[src/rtl/jtag_pkg.sv]
// Shared JTAG definitions: TAP state encoding, next-state function and IR constants.
// The state encoding is also used by the JTAG master.
package jtag_pkg;

  typedef enum logic [3:0] {
    EXIT2_DR         = 4'h0,
    EXIT1_DR         = 4'h1,
    SHIFT_DR         = 4'h2,
    PAUSE_DR         = 4'h3,
    SELECT_IR        = 4'h4,
    UPDATE_DR        = 4'h5,
    CAPTURE_DR       = 4'h6,
    SELECT_DR        = 4'h7,
    EXIT2_IR         = 4'h8,
    EXIT1_IR         = 4'h9,
    SHIFT_IR         = 4'hA,
    PAUSE_IR         = 4'hB,
    RUN_TEST_IDLE    = 4'hC,
    UPDATE_IR        = 4'hD,
    CAPTURE_IR       = 4'hE,
    TEST_LOGIC_RESET = 4'hF
  } tap_state_t;

  localparam logic [1:0] IR_CAPTURE = 2'b01;
  localparam logic [9:0] IR_BYPASS  = 10'h3FF;

  function automatic tap_state_t tap_next(input tap_state_t s, input logic tms);
    case (s)
      TEST_LOGIC_RESET: tap_next = tms ? TEST_LOGIC_RESET : RUN_TEST_IDLE;
      RUN_TEST_IDLE:    tap_next = tms ? SELECT_DR        : RUN_TEST_IDLE;
      SELECT_DR:        tap_next = tms ? SELECT_IR        : CAPTURE_DR;
      CAPTURE_DR:       tap_next = tms ? EXIT1_DR         : SHIFT_DR;
      SHIFT_DR:         tap_next = tms ? EXIT1_DR         : SHIFT_DR;
      EXIT1_DR:         tap_next = tms ? UPDATE_DR        : PAUSE_DR;
      PAUSE_DR:         tap_next = tms ? EXIT2_DR         : PAUSE_DR;
      EXIT2_DR:         tap_next = tms ? UPDATE_DR        : SHIFT_DR;
      UPDATE_DR:        tap_next = tms ? SELECT_DR        : RUN_TEST_IDLE;
      SELECT_IR:        tap_next = tms ? TEST_LOGIC_RESET : CAPTURE_IR;
      CAPTURE_IR:       tap_next = tms ? EXIT1_IR         : SHIFT_IR;
      SHIFT_IR:         tap_next = tms ? EXIT1_IR         : SHIFT_IR;
      EXIT1_IR:         tap_next = tms ? UPDATE_IR        : PAUSE_IR;
      PAUSE_IR:         tap_next = tms ? EXIT2_IR         : PAUSE_IR;
      EXIT2_IR:         tap_next = tms ? UPDATE_IR        : SHIFT_IR;
      UPDATE_IR:        tap_next = tms ? SELECT_DR        : RUN_TEST_IDLE;
      default:          tap_next = TEST_LOGIC_RESET;
    endcase
  endfunction

endpackage

[src/rtl/jtag_tap_target_if.sv]
// Data FIFO link of the TAP target: TX FIFO read side and RX FIFO write side.
// slave = TAP target, master = FIFO pair.
interface jtag_tap_target_if #(
  parameter int DATA_FIFO = 8
);
  logic [DATA_FIFO-1:0] rdata_data;
  logic                 rd_data;
  logic                 empty_data;
  logic [DATA_FIFO-1:0] wdata_data;
  logic                 wr_data;
  logic                 full_data;

  modport slave (
    input  rdata_data, empty_data, full_data,
    output rd_data, wdata_data, wr_data
  );

  modport master (
    output rdata_data, empty_data, full_data,
    input  rd_data, wdata_data, wr_data
  );
endinterface

[src/rtl/jtag_sync.sv]
// Brings tck/tms/tdi into the clk domain; tck also yields 1-clk rise/fall pulses.
module jtag_sync #(
  parameter int SYNC_STAGES = 2
) (
  input  logic clk,
  input  logic rst,
  input  logic tck,
  input  logic tms,
  input  logic tdi,
  output logic tck_rise,
  output logic tck_fall,
  output logic tms_s,
  output logic tdi_s
);

  logic [SYNC_STAGES-1:0] tck_sr;
  logic [SYNC_STAGES-1:0] tms_sr;
  logic [SYNC_STAGES-1:0] tdi_sr;
  logic                   tck_q;

  always_ff @(posedge clk or posedge rst) begin
    if (rst) begin
      tck_sr <= '0;
      tms_sr <= '0;
      tdi_sr <= '0;
      tck_q  <= 1'b0;
    end else begin
      tck_sr <= {tck_sr[SYNC_STAGES-2:0], tck};
      tms_sr <= {tms_sr[SYNC_STAGES-2:0], tms};
      tdi_sr <= {tdi_sr[SYNC_STAGES-2:0], tdi};
      tck_q  <= tck_sr[SYNC_STAGES-1];
    end
  end

  assign tck_rise = tck_sr[SYNC_STAGES-1] & ~tck_q;
  assign tck_fall = ~tck_sr[SYNC_STAGES-1] & tck_q;
  assign tms_s    = tms_sr[SYNC_STAGES-1];
  assign tdi_s    = tdi_sr[SYNC_STAGES-1];

endmodule

[src/rtl/jtag_tap_target.sv]
// Target-side JTAG TAP running on clk: oversampled tck, 1149.1 FSM, IR/DR shift, tdo.
// DR words come from the TX FIFO at Capture-DR and go to the RX FIFO at Update-DR.
//
// state            | meaning
// TEST_LOGIC_RESET | idle after reset, IR forced to BYPASS
// RUN_TEST_IDLE    | idle between scans
// SELECT_DR/IR     | choosing DR or IR path
// CAPTURE_DR       | leaving: load dr_shift from TX FIFO (or clear byp)
// SHIFT_DR         | leaving: shift tdi into dr_shift/byp
// EXIT1/2, PAUSE   | hold shift contents
// UPDATE_DR        | entering: push dr_shift to RX FIFO
// CAPTURE_IR       | leaving: load 2'b01 pattern
// SHIFT_IR         | leaving: shift tdi into ir_shift
// UPDATE_IR        | entering: ir_value <= ir_shift
module jtag_tap_target
  import jtag_pkg::*;
#(
  parameter int DATA_INSTRUCTION = 10,
  parameter int DATA_FIFO        = 8,
  parameter int SYNC_STAGES      = 2
) (
  input  logic                        clk,
  input  logic                        rst,
  input  logic                        tck,
  input  logic                        tms,
  input  logic                        tdi,
  output logic                        tdo,
  output logic [DATA_INSTRUCTION-1:0] ir_value,
  output logic                        ir_update,
  output tap_state_t                  tap_state,
  jtag_tap_target_if.slave            fifo,
  output logic                        overflow
);

  logic tck_rise;
  logic tck_fall;
  logic tms_s;
  logic tdi_s;

  tap_state_t                  state;
  tap_state_t                  state_nxt;
  logic [DATA_INSTRUCTION-1:0] ir_shift;
  logic [DATA_FIFO-1:0]        dr_shift;
  logic                        byp;
  logic                        bypass;

  jtag_sync #(.SYNC_STAGES(SYNC_STAGES)) u_sync (
    .clk      (clk),
    .rst      (rst),
    .tck      (tck),
    .tms      (tms),
    .tdi      (tdi),
    .tck_rise (tck_rise),
    .tck_fall (tck_fall),
    .tms_s    (tms_s),
    .tdi_s    (tdi_s)
  );

  assign bypass    = &ir_value;
  assign state_nxt = tap_next(state, tms_s);
  assign tap_state = state;

  always_ff @(posedge clk or posedge rst) begin
    if (rst) begin
      state           <= TEST_LOGIC_RESET;
      ir_shift        <= '0;
      ir_value        <= '1;
      ir_update       <= 1'b0;
      dr_shift        <= '0;
      byp             <= 1'b0;
      tdo             <= 1'b0;
      overflow        <= 1'b0;
      fifo.rd_data    <= 1'b0;
      fifo.wr_data    <= 1'b0;
      fifo.wdata_data <= '0;
    end else begin
      ir_update    <= 1'b0;
      fifo.rd_data <= 1'b0;
      fifo.wr_data <= 1'b0;

      if (tck_rise) begin
        state <= state_nxt;

        // actions belong to the state being left
        case (state)
          CAPTURE_IR: ir_shift <= DATA_INSTRUCTION'(IR_CAPTURE);
          SHIFT_IR:   ir_shift <= {tdi_s, ir_shift[DATA_INSTRUCTION-1:1]};
          CAPTURE_DR: begin
            if (bypass) begin
              byp <= 1'b0;
            end else begin
              dr_shift     <= fifo.empty_data ? '0 : fifo.rdata_data;
              fifo.rd_data <= ~fifo.empty_data;
            end
          end
          SHIFT_DR: begin
            if (bypass) byp <= tdi_s;
            else        dr_shift <= {tdi_s, dr_shift[DATA_FIFO-1:1]};
          end
          default: ;
        endcase

        if (state_nxt == UPDATE_IR) begin
          ir_value  <= ir_shift;
          ir_update <= 1'b1;
        end

        if (state_nxt == UPDATE_DR && !bypass) begin
          fifo.wdata_data <= dr_shift;
          if (fifo.full_data) overflow     <= 1'b1;
          else                fifo.wr_data <= 1'b1;
        end

        if (state_nxt == TEST_LOGIC_RESET) begin
          ir_value <= '1;
          overflow <= 1'b0;
        end
      end

      if (tck_fall) begin
        if (state == SHIFT_IR)      tdo <= ir_shift[0];
        else if (state == SHIFT_DR) tdo <= bypass ? byp : dr_shift[0];
      end
    end
  end

endmodule
[src/flat_wrapper.sv]
// flat-port wrapper written by rule: the top's interface ports become plain ports
module jtag_tap_target_flat import jtag_pkg::*;
#(
  parameter int DATA_INSTRUCTION = 10,
  parameter int DATA_FIFO        = 8,
  parameter int SYNC_STAGES      = 2
)
  (clk, rst, tck, tms, tdi, tdo, ir_value, ir_update, tap_state, overflow, fifo_rdata_data, fifo_empty_data, fifo_full_data, fifo_rd_data, fifo_wdata_data, fifo_wr_data);
  jtag_tap_target_if #(.DATA_FIFO(DATA_FIFO)) fifo_i ();
  input  logic clk;
  input  logic rst;
  input  logic tck;
  input  logic tms;
  input  logic tdi;
  output logic tdo;
  output logic [DATA_INSTRUCTION-1:0] ir_value;
  output logic ir_update;
  output tap_state_t tap_state;
  output logic overflow;
  input wire logic [$bits(fifo_i.rdata_data)-1:0] fifo_rdata_data;
  input wire logic [$bits(fifo_i.empty_data)-1:0] fifo_empty_data;
  input wire logic [$bits(fifo_i.full_data)-1:0] fifo_full_data;
  output wire logic [$bits(fifo_i.rd_data)-1:0] fifo_rd_data;
  output wire logic [$bits(fifo_i.wdata_data)-1:0] fifo_wdata_data;
  output wire logic [$bits(fifo_i.wr_data)-1:0] fifo_wr_data;
  assign fifo_i.rdata_data = fifo_rdata_data;
  assign fifo_i.empty_data = fifo_empty_data;
  assign fifo_i.full_data = fifo_full_data;
  assign fifo_rd_data = fifo_i.rd_data;
  assign fifo_wdata_data = fifo_i.wdata_data;
  assign fifo_wr_data = fifo_i.wr_data;
  jtag_tap_target #(.DATA_INSTRUCTION(DATA_INSTRUCTION), .DATA_FIFO(DATA_FIFO), .SYNC_STAGES(SYNC_STAGES)) u_core (.clk(clk), .rst(rst), .tck(tck), .tms(tms), .tdi(tdi), .tdo(tdo), .ir_value(ir_value), .ir_update(ir_update), .tap_state(tap_state), .fifo(fifo_i), .overflow(overflow));
endmodule
[config.mk]
export PLATFORM = sky130hd
export DESIGN_NAME = jtag_tap_target_flat
export DESIGN_NICKNAME = d
export VERILOG_FILES = /design/src/rtl/jtag_pkg.sv /design/src/rtl/jtag_tap_target_if.sv /design/src/rtl/jtag_sync.sv /design/src/rtl/jtag_tap_target.sv /design/src/flat_wrapper.sv
export SDC_FILE = /design/constraint.sdc
export NUM_CORES = 1
export LEC_CHECK = 0
export ABC_AREA = 1
export CORE_MARGIN = 2
export CORE_UTILIZATION = 30
export CTS_BUF_LIST = sky130_fd_sc_hd__clkbuf_2
export CTS_CLUSTER_SIZE = 8
export DETAILED_ROUTE_END_ITERATION = 12
export PLACE_DENSITY = 0.54
export SKIP_LAST_GASP = 1
export SYNTH_ARGS = -nofsm -noshare
export SYNTH_HDL_FRONTEND = slang
export SYNTH_SLANG_ARGS = --single-unit
[constraint.sdc]
create_clock -name clk -period 1.7 [get_ports clk]
set_input_delay 0.17 -clock clk [delete_from_list [all_inputs] [get_ports clk]]
set_output_delay 0.17 -clock clk [all_outputs]
set_load 0.02 [all_outputs]
==> results of run 1 <==
state kept, by name, summed over array words and instances (netlist names):
register and flops:
u_core.ir_shift 10, u_core.ir_value 10, u_core.dr_shift 8, u_core.fifo.wdata_data 8
u_core.tap_state 4, u_core.u_sync.tck_sr 2, u_core.u_sync.tdi_sr 2, u_core.u_sync.tms_sr 2
u_core.byp 1, u_core.fifo.rd_data 1, u_core.fifo.wr_data 1, u_core.ir_update 1
u_core.overflow 1, u_core.tdo 1, u_core.u_sync.tck_q 1
stage by stage:
| step | area (µm²) | cells | hold WS, ns | utilization (%) |
|---|---|---|---|---|
| floorplan | 2456 | 285 | 0.2014 | - |
| global placement | 3065 | 437 | 0.3316 | 37.88 |
| detailed placement | 3065 | 437 | 0.3378 | 37.88 |
| CTS | 3400 | 463 | 0.05679 | 42.01 |
| global route | 3550 | 470 | 0.04546 | 43.86 |
| finish | 3550 | 470 | 0.07242 | 43.86 |
report_power, final:
part | internal [mW] | switching (mW)
logic | 1.40 | 1.87
clock network | 0.110 | 0.372
registers | 1.80 | 0.338
cell usage in the layout (no fill, tap or decap), drive strengths merged, types with 5 or more instances in the layout:
cell type	synthesis	final
clkdlybuf4s50	0	22
clkbuf	1	10
a31oi	7	7
inv	57	57
buf	5	33
nor2	29	29
dfstp	14	14
o21ai	32	32
a21oi	7	7
dlymetal6s2s	0	5
nand2	68	72
o22ai	8	8
dfrtp	39	39
dlygate4sd2	0	11
nand3	11	11
worst min path at each step:
stage                                        from                      end  slack, ns  depth (start not counted)
after floorplan                               tck  u_core.u_sync.tck_sr[0]       0.20                          0
final                                         rst               u_core.tdo       0.07                          3
after global routing                          rst       u_core.dr_shift[6]       0.05                          3
after detailed placement  u_core.u_sync.tdi_sr[0]  u_core.u_sync.tdi_sr[1]       0.34                          0
after CTS                                     rst      u_core.fifo.rd_data       0.06                          3
after global placement    u_core.u_sync.tck_sr[0]  u_core.u_sync.tck_sr[1]       0.33                          0
layout make-up:
type | instances | area [µm²]
clock buffers | 7 | 35.03
clock inverters | 1 | 3.754
fillers | 830 | 4543
inverters | 57 | 219.0
multi-input cells | 173 | 1102
flip-flops and latches | 53 | 1344
well taps | 105 | 131.4
repair buffers | 74 | 714.4
repair_timing:
action	CTS	global route
resized for setup	54	48
cloned	5	0
pin swaps	23	8
endpoints found under the setup margin	35	48
setup buffers	13	7
cell families after synthesis:
family	count (synthesis)
DFF	53
buffers and inverters	63
AOI/OAI and AO/OA	55
and+or+nand+nor	114
worst max-delay path: stages (launching register included):
cell and delay [ns]:
dfstp_2 0.65, buf_6 0.13, nand4_1 0.20, buf_4 0.21, o21ai_2 0.17, buf_4 0.18
nand2_1 0.08, o21ai_2 0.13, inv_1 0.05
metal layers:
layer / vias to the layer above / part of all wire (%) / global-route usage, %
met1: 989 / 44 / 19.23
met4: 0 / 0.79 / 4.348
li1: 1052 / - / -
met5: - / 0 / 0
met3: 4 / 3.6 / 2.554
met2: 58 / 51 / 22.32
==> impl_metrics.json, run 1 <==
{
  "route.antenna.remaining_nets": 0,
  "post-synth-top-area-fraction_pct": 39.74,
  "basic_gate_share_of_the_synthesized_area_counting_and_or_nand_and_nor_cells_pct": 20.73,
  "worstSetupPathType": "register to register",
  "timing.critical_path.from": "u_core.tap_state[1]",
  "timing.final.max_slew_violations": 0,
  "io-pin-count": 42,
  "cts_tree": "done",
  "synthCells": 285,
  "yosysTopAreaCell": "dfrtp_1",
  "slew_headroom_pct": 77.00,
  "status": "complete, but fails checks",
  "static-leakage-power_nw": 1.749,
  "totalNegativeSetupSlack_ns": -2.110,
  "grt-ovfl-total": 0,
  "floorplan.die.height_um": 94.48,
  "core_rows": 33,
  "maxClockFrequency_mhz": 548.0,
  "crit-reg2reg-launch": "u_core.tap_state[1]",
  "vias_per_cell": 4.474,
  "crit_path_end": "u_core.ir_value[9]",
  "worst_ir_drop_vdd_mv": 0.4174,
  "violations": "negative setup slack",
  "worstRegToRegCells": 8,
  "final.setup.worst_slack_ns": -0.1249,
  "yosys-top-cells-count": "65 x nand2_1, 55 x inv_1, 39 x dfrtp_1",
  "worst_max_slew_pin_slew_ns": 0.3446,
  "combinational_family_with_the_most_area_after_synthesis": "simple AND/OR/NAND/NOR gates",
  "combined_area_of_all_synthesized_cells_mm2": 0.002456,
  "layout_min_cycle_time_ns": 1.825,
  "setup.worst_path.start_class": "register",
  "clock_insertion_delay_at_the_later_pin_of_the_skew_report_ns": 0.42,
  "powerDensity_mw_per_mm2": 1660,
  "rrSetupSlack_ns": -0.12,
  "dr.first_iter.drc_count": 143,
  "cp_data_arrival_time_ns": 2.20,
  "critical_path.reg2reg.endpoint": "u_core.ir_value[9]",
  "chipWidth_um": 94.48,
  "finalSetupViolations": 21,
  "synth_compound_area_share_pct": 13.91,
  "syn_nets": 300,
  "clock-skew-final_ns": 0.01692,
  "ctsHtreeMaxLevel": 2,
  "syn_avg_cell_area_um2": 8.618,
  "dpl_worst_slack_ns": -0.07960,
  "worst_ep_required_time_ns": 2.08,
  "postCtsHoldBufs": 0,
  "critPathMaxFanout": 6,
  "grt_max_degree": 54,
  "grt_first_pass_wirelength_um": 9784,
  "routabilityCongestion": 0.8564,
  "global_route.usage.total_pct": 13.94,
  "insertedDiodeCount": 0,
  "placement.io_buffers": 41,
  "netlist_top_cells_area": "dfrtp_1 40%, dfstp_2 15%, nand2_1 9.9%, inv_1 8.4%, nor2_1 3.5%",
  "post_synth_fa_ha_maj_area_fraction_pct": 0,
  "synth_xor_area_share_pct": 0,
  "die_area_mm2": 0.008926,
  "via_count": 2103,
  "drcViolationCount": 0,
  "synth.mux.area_fraction_pct": 0,
  "yosys_register_bits": 53,
  "first_global_vias": 2008,
  "yosys.cell_types.count": 26,
  "timing_hold_violations_final": 0,
  "timing.critical_path.to_type": "register",
  "post-route-period-util_pct": 107.3,
  "rsz0062_at_grt": "yes",
  "fin_nets": 379,
  "yosys.cell_count.top_type": "nand2_1",
  "design_power_total_mw": 5.893,
  "dr.pass1.iters": 4,
  "synth_ff_type": "dfrtp_1",
  "cts.path.max_buffers": 2,
  "post_route_cells_drive_above_1_share_pct": 35.34,
  "clkSlewWorstSetupHoldPaths_ns": 0.25,
  "worstHoldPathType": "primary input to asynchronous set/reset pin",
  "tritoncts.num_buffers": 5,
  "initial_antenna_violation_count": 0,
  "async_reset_ff_share_pct": 100.0,
  "routedWlPerCell_um": 12.98,
  "totalWireLength_um": 6100,
  "area.growth.synth_to_final_pct": 44.52,
  "start_util_pct": 30.35,
  "cap_viol_max_count": 0,
  "yosysWarningCount": 0,
  "clk_root_buffer_cell": "clkbuf_2",
  "clkSinkCount": 53,
  "synth-seq-area-share_pct": 54.71,
  "detailed_place_hpwl_um": 3823,
  "edff_count_synth": 0,
  "design.core.area_mm2": 0.008093
}
(Power assumes the default switching activity.)
==> run 2: changes to the inputs <==
--- a/config.mk
+++ b/config.mk
@@ -6,12 +6,15 @@
 export NUM_CORES = 1
 export LEC_CHECK = 0
 export ABC_AREA = 1
+export CAP_MARGIN = 10
 export CORE_MARGIN = 2
 export CORE_UTILIZATION = 30
 export CTS_BUF_LIST = sky130_fd_sc_hd__clkbuf_2
 export CTS_CLUSTER_SIZE = 8
 export DETAILED_ROUTE_END_ITERATION = 12
-export PLACE_DENSITY = 0.54
+export DONT_BUFFER_PORTS = 1
+export PLACE_DENSITY = 0.47
+export SETUP_SLACK_MARGIN = 0.3
 export SKIP_LAST_GASP = 1
 export SYNTH_ARGS = -nofsm -noshare
 export SYNTH_HDL_FRONTEND = slang
==> run 2 against run 1 <==
The flow finishes with violations (negative hold slack, negative setup slack). Combinational power fell by 6%. Flip-flop and latch count did not move. Die area did not move. Total power fell by 0.83%. Register-to-register slack improved by 0.06 ns. Via count fell by 2.4%. Sequential power rose by 6%. First-iteration DRC count fell by 20%. Clock power rose by 2%. Worst hold slack got worse by 0.32 ns. Maximum frequency rose by 3.5%. Count of clock-buffer cells in the layout fell by 1.
==> impl_metrics.json, run 2 (synthesized netlist as in run 1, its figures left out) <==
{
  "status": "complete, but fails checks",
  "violations": "negative hold slack, negative setup slack",
  "grt_max_degree": 34,
  "vias_per_cell": 4.425,
  "most-common-layout-cells": "55 x nand2_1, 47 x inv_1, 39 x dfrtp_1",
  "static-leakage-power_nw": 1.713,
  "global_route.usage.total_pct": 13.70,
  "post-route-period-util_pct": 103.7,
  "totalNegativeSetupSlack_ns": -0.5972,
  "critPathMaxFanout": 6,
  "layout_min_cycle_time_ns": 1.764,
  "timing.final.max_slew_violations": 0,
  "clock_insertion_delay_at_the_later_pin_of_the_skew_report_ns": 0.43,
  "ctsHtreeMaxLevel": 2,
  "setup.worst_path.start_class": "register",
  "postCtsHoldBufs": 13,
  "io-pin-count": 42,
  "worstRegToRegCells": 10,
  "final_common_cell": "nand2_1",
  "worstHoldStart": "fifo_full_data",
  "tritoncts.num_buffers": 5,
  "initial_antenna_violation_count": 0,
  "clock-skew-final_ns": 0.01827,
  "floorplan.die.height_um": 94.48,
  "grt_first_pass_wirelength_um": 9618,
  "critical_path.reg2reg.endpoint": "u_core.overflow",
  "filler_cell_count": 834,
  "timing.critical_path.to_type": "register",
  "rrSetupSlack_ns": -0.06,
  "insertedDiodeCount": 0,
  "finalSetupViolations": 19,
  "hold_end": "u_core.fifo.wr_data",
  "timing.critical_path.from": "u_core.tap_state[1]",
  "worstSetupPathType": "register to register",
  "area_taken_by_multi_input_logic_gates_mm2": 0.001125,
  "dr.pass1.iters": 4,
  "cp_data_arrival_time_ns": 2.15,
  "drcViolationCount": 0,
  "worst_ir_drop_vdd_mv": 0.4569,
  "area.growth.synth_to_final_pct": 43.56,
  "powerDensity_mw_per_mm2": 1657,
  "worst_ep_required_time_ns": 2.08,
  "dr.first_iter.drc_count": 114,
  "clkSlewWorstSetupHoldPaths_ns": 0.26,
  "rsz0062_at_grt": "yes",
  "route.antenna.remaining_nets": 0,
  "reg_top3": "u_core.ir_shift (10), u_core.ir_value (10)",
  "placement.io_buffers": 0,
  "maxClockFrequency_mhz": 567.0,
  "die_area_mm2": 0.008926,
  "final.setup.worst_slack_ns": -0.06366,
  "chipWidth_um": 94.48,
  "post_route_cells_drive_above_1_share_pct": 43.45,
  "via_count": 2053,
  "clkSinkCount": 53,
  "hold-path-cell-count": 1,
  "totalWireLength_um": 6218,
  "design_power_total_mw": 5.844,
  "dpl_worst_slack_ns": -0.07222,
  "core_rows": 33,
  "ff_latch_area_mm2": 0.001344,
  "first_global_vias": 1918,
  "whs_ns": -0.2428,
  "clk_root_buffer_cell": "clkbuf_2",
  "fin_nets": 373,
  "routedWlPerCell_um": 13.40,
  "worstHoldPathType": "primary input to register",
  "design.core.area_mm2": 0.008093,
  "detailed_place_hpwl_um": 3947,
  "cts_tree": "done",
  "routabilityCongestion": 0.8320,
  "timing_hold_violations_final": 2,
  "start_util_pct": 30.35,
  "worst_max_slew_pin_slew_ns": 0.5032,
  "grt-ovfl-total": 0,
  "slew_headroom_pct": 66.38,
  "crit-reg2reg-launch": "u_core.tap_state[1]",
  "cts.path.max_buffers": 2,
  "cap_viol_max_count": 0
}
[run 2: cell types whose count changed in the layout (fill, tap and decap cells not counted), moves of 8 or more]
cell,previous run,this run
dlygate4sd2_1,11,0
nand2_1,45,55
dlygate4sd3_1,0,13
nand2_2,16,8
clkdlybuf4s50_1,22,0
buf_6,4,18
buf_4,24,36
[run 2: area by class of cell]
cell class                      instances  area share, %
Tap cell                              105          3.726
Multi-Input combinational cell        171          31.90
Inverter                               57          6.458
Sequential cell                        53          38.11
Timing Repair Buffer                   70          18.67
Clock inverter                          2         0.2839
Clock buffer                            6         0.8517
[run 2: timing repair]
action | in CTS | in global routing
buffers inserted | 10 | 10
gates resized for setup | 32 | 71
pin swaps | 4 | 16
hold endpoints to repair | 59 | 2
setup endpoints to repair | 48 | 51
cloned | 4 | 2
[run 2: worst max path at each step]
stage                           endpoint
2_1_floorplan  u_core.fifo.wdata_data[1]
3_3_place_gp             u_core.overflow
3_5_place_dp             u_core.overflow
4_1_cts                  u_core.overflow
5_1_grt        u_core.fifo.wdata_data[2]
6_report                 u_core.overflow
[run 2: worst max-delay path: stages (launching register included)]
cell and delay [ns]:
dfstp_2 0.69, buf_4 0.16, nand2_4 0.05, nand3_1 0.06
nand2_1 0.07, inv_2 0.10, nand3_4 0.09, nor2_4 0.19
buf_6 0.12, nand3_2 0.05, a21oi_1 0.14
[run 2: routing by layer]
layer / up-vias / GRT usage, % / routed length, µm / part of all wire (%)
li1: 1042 / - / - / -
met1: 979 / 19.47 / 2944 / 47
met2: 26 / 21.79 / 3024 / 49
met3: 6 / 2.155 / 161 / 2.6
met4: 0 / 3.623 / 87 / 1.4
met5: - / 0 / 0 / 0
[run 2: power breakdown]
group | internal, mW | total, mW | switching, mW
Combinational | 1.38 | 3.08 | 1.70
Sequential | 1.79 | 2.27 | 0.473
Clock | 0.104 | 0.493 | 0.390
Total | 3.28 | 5.84 | 2.57
[run 2: per-stage QoR]
| step | area, µm² | cells | util [%] |
|---|---|---|---|
| finish | 3526 | 464 | 43.57 |
| global route | 3526 | 464 | 43.57 |
| CTS | 3193 | 452 | 39.46 |
| detailed placement | 2811 | 417 | 34.74 |
| global placement | 2811 | 417 | 34.74 |
| floorplan | 2474 | 285 | - |
